File: config.mk
export PLATFORM = sky130hd
export DESIGN_NAME = hb_rs_engine
export DESIGN_NICKNAME = d
export VERILOG_FILES = /design/src/rtl/hb_rs_engine.sv
export SDC_FILE = /design/constraint.sdc
export NUM_CORES = 1
export LEC_CHECK = 0
export CAP_MARGIN = 0
export CORE_ASPECT_RATIO = 1.1
export CORE_MARGIN = 2
export CORE_UTILIZATION = 45
export CTS_CLUSTER_SIZE = 8
export DETAILED_ROUTE_END_ITERATION = 6
export MAX_ROUTING_LAYER = met4
export PLACE_DENSITY = 0.71
export SLEW_MARGIN = 10
export SYNTH_ARGS = -nofsm -noshare
export SYNTH_HDL_FRONTEND = slang
export SYNTH_SLANG_ARGS = --single-unit
File: constraint.sdc
create_clock -name clk -period 7.2 [get_ports clk]
set_input_delay 1.44 -clock clk [delete_from_list [all_inputs] [get_ports clk]]
set_output_delay 1.44 -clock clk [all_outputs]
set_load 0.03 [all_outputs]
File: src/rtl/hb_rs_engine.sv
// -----------------------------------------------------------------------------
// hb_rs_engine
//
// Running-state (RS) engine for a Hummingbird-style cipher. Sits between the
// nonce source and the four-stage encrypt/decrypt datapaths.
//
// Operation:
//   start  : encRS1..4 are loaded from nonce0..3 and INIT begins.
//   INIT   : INIT_ROUNDS cycles, each adding the encrypt stage outputs into
//            the encrypt RS words.
//   SEED   : one cycle; the LFSR is seeded from enc_data_out (never zero),
//            the decrypt bank is copied from the encrypt bank, rs_rdy rises.
//   RUN    : each data_valid cycle updates the enabled bank(s), steps the
//            LFSR once and pulses the matching *_complete output.
//
// Ports:
//   clk, reset                    clock, synchronous active-high reset
//   start                         one-cycle pulse: load nonce, (re)start init
//   nonce0..nonce3      [W]       nonce words
//   enc_data_out, enc1_out,
//   enc2_out, enc3_out  [W]       encrypt datapath stage outputs
//   dec1_in, dec2_out, dec3_in [W] decrypt datapath stage values
//   data_valid                    one block processed this cycle
//   enc_en, dec_en                enable encrypt / decrypt bank update
//   encRS1..encRS4      [W]       encrypt RS (registered)
//   decRS1..decRS4      [W]       decrypt RS (registered)
//   lfsr                [W]       current LFSR value
//   rs_rdy                        RS valid (RUN state)
//   busy                          high while in INIT or SEED
//   enc_complete, dec_complete    one-cycle update-done pulses
// -----------------------------------------------------------------------------
module hb_rs_engine #(
   parameter int             W              = 16,
   parameter int             INIT_ROUNDS    = 4,
   parameter logic [W-1:0]   LFSR_SEED_MASK = W'(16'h1000),
   parameter logic [W-1:0]   LFSR_TAPS      = W'(16'hB400)
) (
   input  logic         clk,
   input  logic         reset,
   input  logic         start,
   input  logic [W-1:0] nonce0,
   input  logic [W-1:0] nonce1,
   input  logic [W-1:0] nonce2,
   input  logic [W-1:0] nonce3,
   input  logic [W-1:0] enc_data_out,
   input  logic [W-1:0] enc1_out,
   input  logic [W-1:0] enc2_out,
   input  logic [W-1:0] enc3_out,
   input  logic [W-1:0] dec1_in,
   input  logic [W-1:0] dec2_out,
   input  logic [W-1:0] dec3_in,
   input  logic         data_valid,
   input  logic         enc_en,
   input  logic         dec_en,
   output logic [W-1:0] encRS1,
   output logic [W-1:0] encRS2,
   output logic [W-1:0] encRS3,
   output logic [W-1:0] encRS4,
   output logic [W-1:0] decRS1,
   output logic [W-1:0] decRS2,
   output logic [W-1:0] decRS3,
   output logic [W-1:0] decRS4,
   output logic [W-1:0] lfsr,
   output logic         rs_rdy,
   output logic         busy,
   output logic         enc_complete,
   output logic         dec_complete
);

   typedef enum logic [1:0] {
      ST_IDLE,
      ST_INIT,
      ST_SEED,
      ST_RUN
   } state_t;

   // Round counter is 4 bits wide: INIT_ROUNDS is limited to 1..15.
   localparam logic [3:0] LAST_ROUND = 4'(INIT_ROUNDS - 1);

   state_t         state_reg;
   logic [3:0]     round_cnt_reg;
   logic [W-1:0]   enc_rs_reg [4];
   logic [W-1:0]   dec_rs_reg [4];
   logic [W-1:0]   lfsr_reg;
   logic           rs_rdy_reg;
   logic           busy_reg;
   logic           enc_complete_reg;
   logic           dec_complete_reg;

   // Word-indexed views of the nonce and the init accumulation inputs.
   logic [W-1:0]   nonce_w    [4];
   logic [W-1:0]   init_in    [4];
   logic [W-1:0]   init_sum   [4];

   assign nonce_w[0] = nonce0;
   assign nonce_w[1] = nonce1;
   assign nonce_w[2] = nonce2;
   assign nonce_w[3] = nonce3;

   assign init_in[0] = enc_data_out;
   assign init_in[1] = enc1_out;
   assign init_in[2] = enc2_out;
   assign init_in[3] = enc3_out;

   genvar gi;
   generate
      for (gi = 0; gi < 4; gi++) begin : g_init_sum
         assign init_sum[gi] = enc_rs_reg[gi] + init_in[gi];
      end
   endgenerate

   // RUN-state bank updates. Word 2 depends on the *new* word 4, so word 4 is
   // computed first and fed forward combinationally. All sums wrap mod 2^W.
   logic [W-1:0] enc_run1, enc_run2, enc_run3, enc_run4;
   logic [W-1:0] dec_run1, dec_run2, dec_run3, dec_run4;

   assign enc_run1 = enc_rs_reg[0] + enc3_out;
   assign enc_run4 = enc_rs_reg[3] + enc1_out + enc_rs_reg[0] + enc3_out;
   assign enc_run2 = enc_rs_reg[1] + enc1_out + enc_run4;
   assign enc_run3 = enc_rs_reg[2] + enc2_out + lfsr_reg;

   assign dec_run1 = dec_rs_reg[0] + dec3_in;
   assign dec_run4 = dec_rs_reg[3] + dec1_in + dec_rs_reg[0] + dec3_in;
   assign dec_run2 = dec_rs_reg[1] + dec1_in + dec_run4;
   assign dec_run3 = dec_rs_reg[2] + dec2_out + lfsr_reg;

   // Fibonacci LFSR: shift left, feedback is the parity of the tapped bits.
   logic [W-1:0] lfsr_step;
   assign lfsr_step = {lfsr_reg[W-2:0], ^(lfsr_reg & LFSR_TAPS)};

   always_ff @(posedge clk) begin
      if (reset) begin
         state_reg        <= ST_IDLE;
         round_cnt_reg    <= '0;
         lfsr_reg         <= '0;
         rs_rdy_reg       <= 1'b0;
         busy_reg         <= 1'b0;
         enc_complete_reg <= 1'b0;
         dec_complete_reg <= 1'b0;
         for (int i = 0; i < 4; i++) begin
            enc_rs_reg[i] <= '0;
            dec_rs_reg[i] <= '0;
         end
      end else if (start) begin
         // start wins in every state: reload and restart init from scratch.
         for (int i = 0; i < 4; i++) begin
            enc_rs_reg[i] <= nonce_w[i];
         end
         round_cnt_reg    <= '0;
         state_reg        <= ST_INIT;
         busy_reg         <= 1'b1;
         rs_rdy_reg       <= 1'b0;
         enc_complete_reg <= 1'b0;
         dec_complete_reg <= 1'b0;
      end else begin
         // Completes are single-cycle pulses unless re-asserted in RUN.
         enc_complete_reg <= 1'b0;
         dec_complete_reg <= 1'b0;

         case (state_reg)
            ST_IDLE: begin
               busy_reg <= 1'b0;
            end

            ST_INIT: begin
               for (int i = 0; i < 4; i++) begin
                  enc_rs_reg[i] <= init_sum[i];
               end
               round_cnt_reg <= round_cnt_reg + 4'd1;
               if (round_cnt_reg == LAST_ROUND) begin
                  state_reg <= ST_SEED;
               end
            end

            ST_SEED: begin
               lfsr_reg <= enc_data_out | LFSR_SEED_MASK;
               for (int i = 0; i < 4; i++) begin
                  dec_rs_reg[i] <= enc_rs_reg[i];
               end
               rs_rdy_reg <= 1'b1;
               busy_reg   <= 1'b0;
               state_reg  <= ST_RUN;
            end

            ST_RUN: begin
               if (data_valid) begin
                  if (enc_en) begin
                     enc_rs_reg[0] <= enc_run1;
                     enc_rs_reg[1] <= enc_run2;
                     enc_rs_reg[2] <= enc_run3;
                     enc_rs_reg[3] <= enc_run4;
                  end
                  if (dec_en) begin
                     dec_rs_reg[0] <= dec_run1;
                     dec_rs_reg[1] <= dec_run2;
                     dec_rs_reg[2] <= dec_run3;
                     dec_rs_reg[3] <= dec_run4;
                  end
                  // One step per block; both banks above used the pre-step value.
                  if (enc_en || dec_en) begin
                     lfsr_reg <= lfsr_step;
                  end
                  enc_complete_reg <= enc_en;
                  dec_complete_reg <= dec_en;
               end
            end

            default: begin
               state_reg <= ST_IDLE;
            end
         endcase
      end
   end

   assign encRS1       = enc_rs_reg[0];
   assign encRS2       = enc_rs_reg[1];
   assign encRS3       = enc_rs_reg[2];
   assign encRS4       = enc_rs_reg[3];
   assign decRS1       = dec_rs_reg[0];
   assign decRS2       = dec_rs_reg[1];
   assign decRS3       = dec_rs_reg[2];
   assign decRS4       = dec_rs_reg[3];
   assign lfsr         = lfsr_reg;
   assign rs_rdy       = rs_rdy_reg;
   assign busy         = busy_reg;
   assign enc_complete = enc_complete_reg;
   assign dec_complete = dec_complete_reg;

endmodule

Word level (Yosys, flattened, before mapping):

Memories as Yosys holds them, arrays and structs flattened.
Index checks and enable logic that the tools add are counted.

* add/sub/neg operators: 19
* equal/unequal tests: 8
* mux-type cells: 53
* bitwise operators: 23
* reductions and logical operators: 13

Operators with widths (count)
* $mux W16: 22
* $add A16 B16 Y16: 18
* $pmux W16 S2: 1
* $mux W1: 28
* $or A1 B1 Y1: 20
* $reduce_xor A16 Y1: 1
* $ne A2 B2 Y1 const B: 3
* $reduce_bool A2 Y1: 3
* $add A4 B1 Y4 const B: 1
* $eq A2 B2 Y1 const B: 2
* $eq A4 B2 Y1 const B: 1
* $pmux W2 S2: 1
* $reduce_and A2 Y1: 2
* $reduce_and A4 Y1: 1
* $reduce_or A2 Y1: 2
* $reduce_or A4 Y1: 1
* $ne A3 B3 Y1 const B: 1
* $not A1 Y1: 3
* $reduce_bool A3 Y1: 1
* $eq A2 B1 Y1 const B: 1
* $logic_not A2 Y1: 1
* $mux W2: 1
* $logic_or A1 B1 Y1: 1

* register bits: 26
* bits in writable memories: 128
* word-level logic and storage cells: 126
* memories kept: 2

Memories
* dec_rs_reg: depth 4, bits a word 16, rd ports 4, clocked after memory_dff 0, write ports 4, line 83 `logic [W-1:0] dec_rs_reg [4];`
* enc_rs_reg: depth 4, bits a word 16, rd ports 4, clocked after memory_dff 0, write ports 4, line 82 `logic [W-1:0] enc_rs_reg [4];`

Logic depth before layout (Yosys ltp):

* word-level depth: 7
* depth in mapped cells: 24
* mapped depth without buffers: 24

Least setup slack after synthesis:

OpenSTA, ideal clock, no wires.

* kind: input-to-reg
* start point: in dec1_in[1]
* end point: mem dec_rs_reg[1][15] (data pin)
* arrival: 6227 ps
* required time: 6937 ps
* slack: 709 ps
* stages: 23
* path buffers: 0
* path through: inv_1 -> fa_1 -> fa_1 -> inv_1 -> ha_1 -> fa_1 -> a211o_1 -> a21oi_1 -> o21ai_1 -> a41oi_1 -> nor2b_1 -> xor2_1 -> fa_1 -> inv_1 -> ha_1 -> or3_1 -> o21ai_0 -> a31oi_1 -> a21o_1 -> a21oi_1 -> xnor2_1 -> xnor2_1 -> o21ai_1

RTL lines
* start, declared: line 49 `input logic [W-1:0] dec1_in,`
* end, declared: line 83

==> impl_metrics.ini <==
[status]
outcome = finished clean

[drt]
num_vias = 14844
drc_errors = 0
antenna_left = 0
drtPass1Iterations = 6
wire_per_inst_um = 21.1
drtIter0Drc = 1269
vias_per_cell = 5.74
wl_mm = 54.6

[floorplan]
initial_utilization = 0.460
rows = 72
die_w_um = 185
die_h_um = 203
core_mm2 = 0.0353
die_area_mm2 = 0.0376
io_pins = 330

[sta]
min_period_ps = 6960
fin_skew_ps = 16.1
maxSlewHeadroom = 0.218
holdWs_ps = 468
clock.fmax_mhz = 144
worst_pin_slew_ps = 1170
setup_viol = 0
fin_setup_tns_ps = 0
fin_crit_sh = 0.967
final_hold_viol_count = 0
drv_slew = 0

[synthesis]
ys_ff_latch = 154
synthFlopType = edfxtp_1
yosys_warnings = 0
netlist_area_mm2 = 0.0162
synth.most_common_cell = inv_1
syn_area_per_cell_um2 = 9.22
ys_types = 62
synth_top_area_share = 0.237
synth_edf_count = 128
yosysSeqAreaShare = 0.269
postSynthNetCount = 2221
synthCells = 1760
synth_top_area_cell = edfxtp_1
ys_async_sr_fraction = 0
synth_common_cells = 206 x inv_1, 179 x ha_1, 148 x nand2_1
synth_area_leaders = edfxtp_1 24%, ha_1 14%, fa_1 12%

[power]
switching_power_uw = 2190
leakage_uw = 0.00894
p_per_area_mw_per_mm2 = 251
combPwrFrac = 0.582
p_seq_frac = 0.216
p_sw_frac = 0.419
peakVddDrop_mv = 0.190
power_frac_clock = 0.202
intPower_uw = 3030

[clock_tree]
cts_buffers = 17
cts_sinks = 154
worstSkewPairLatency_ps = 440
clockBufferDepth = 2
root_buffer = clkbuf_16
tritoncts = done
clk_transition_reported_paths_ps = 70
holdBufCountCts = 0
h-tree-depth = 4

[worst_setup_path]
path_class = primary input to register
crit_required_ps = 7370
critPathLaunch = dec3_in[1]
regToRegSetupSlack_ps = 1350
critPathLaunchType = primary input
crit_fanout = 2
cp-end-kind = register
regToRegStartpoint = dec_rs_reg[3][1]$_DFFE_PP_
arrival_ps = 7130

[global_route]
grt_pass1_wl_mm = 82.9
overflow = 0
grt_max_degree = 60
grt_usage = 0.299
antenna_found_initial = 10
grt_pass1_vias = 15037

[hold_path]
min_from = rs_rdy$_SDFFE_PP0P_
worstHoldPathType = register to register

[placement]
placed_area_mm2 = 0.0201
dp.cells = 2541
port_buffers = 329
dp_hpwl_mm = 44.2
gp_congestion = 0.962

[cells_and_area]
fin_cells = 2585
fin_area_mm2 = 0.0208
drive_above_1_share = 0.0430
num-nets-final = 2541
area_growth_pct = 28.3
final_util = 0.590

[job]
cap_violations = 0
-- routing by layer --
layer | routed length (um) | GRT usage | up-vias
met5 | 0 | - | -
met4 | 2610 | 0.149 | 0
met3 | 4030 | 0.0455 | 138
met2 | 25300 | 0.465 | 609
met1 | 22700 | 0.381 | 7186
li1 | - | - | 6911
-- area by class of cell --
class                      instances  area [um^2]
multi-input combinational       1353        11000
sequential                       154         4360
clock buffer                      19          453
antenna                           11         27.5
tap                              481          602
timing repair buffer             348         3440
clock inverter                    13          215
fill                            3110        14500
inverter                         206          773
-- path summary, 6_finish.rpt --
path                                      to  cells past startpoint
max          dec_rs_reg[1][15]$_SDFFCE_PP0P_                     24
min                      rs_rdy$_SDFFE_PP0P_                      1
max reg2reg  dec_rs_reg[1][15]$_SDFFCE_PP0P_                     23
min reg2reg              rs_rdy$_SDFFE_PP0P_                      1
-- repair_timing --
item,4_1_cts,5_1_grt
buffers inserted,0,1
endpoints found under the setup margin,0,1
gates resized for setup,0,1
-- cell usage in the layout, fill, tap and decap left out, types with 38 or more instances in the layout --
cell type          n
clkdlybuf4s50_1  329
inv_1            206
ha_1             179
nand2_1          148
edfxtp_1         128
o21ai_0          122
a21oi_1          105
xnor2_1          101
fa_1             100
nor2_1            97
xor2_1            69
a21o_1            38
nand3_1           38
-- power groups by stage --
stage	Sequential (uW)	Clock [uW]	Combinational (uW)
2_1_floorplan	1200	0	2090
3_3_place_gp	1140	0	2850
3_5_place_dp	1140	0	2960
4_1_cts	1120	1060	2990
5_1_grt	1130	1090	3360
6_report	1130	1050	3040
-- kinds of logic (layout without fill, tap and decap cells) --
logic type	Yosys count	after routing	share of synthesized area
muxes	5	5	0.00308
and+or+nand+nor	404	404	0.114
xor gates and xnor gates	170	170	0.0918
DFF	154	154	0.269
AOI/OAI and AO/OA	495	495	0.202
other	0	11	0
adders and majority gates	279	279	0.261
buffers and inverters	253	586	0.0585
-- per-stage QoR --
stage	power, uW	worst slack (ps)
2_1_floorplan	3290	709
3_3_place_gp	4000	-102
3_5_place_dp	4110	-194
4_1_cts	5170	220
5_1_grt	5590	-14.0
6_report	5220	240
-- critical path, cell delays in order --
cell	delay [ps]
clkdlybuf4s50_1	490
inv_1	70
fa_1	480
fa_1	490
inv_1	50
ha_1	210
fa_1	470
a211o_1	310
a21oi_1	210
o21ai_1	150
a41oi_2	230
nor2b_1	180
xor2_1	240
fa_1	450
inv_1	90
ha_1	240
or3_1	340
o21ai_0	140
a31oi_1	100
a21o_1	200
a21oi_1	170
xnor2_1	150
xnor2_1	140
o21ai_1	70
(Power assumes the default switching activity.)
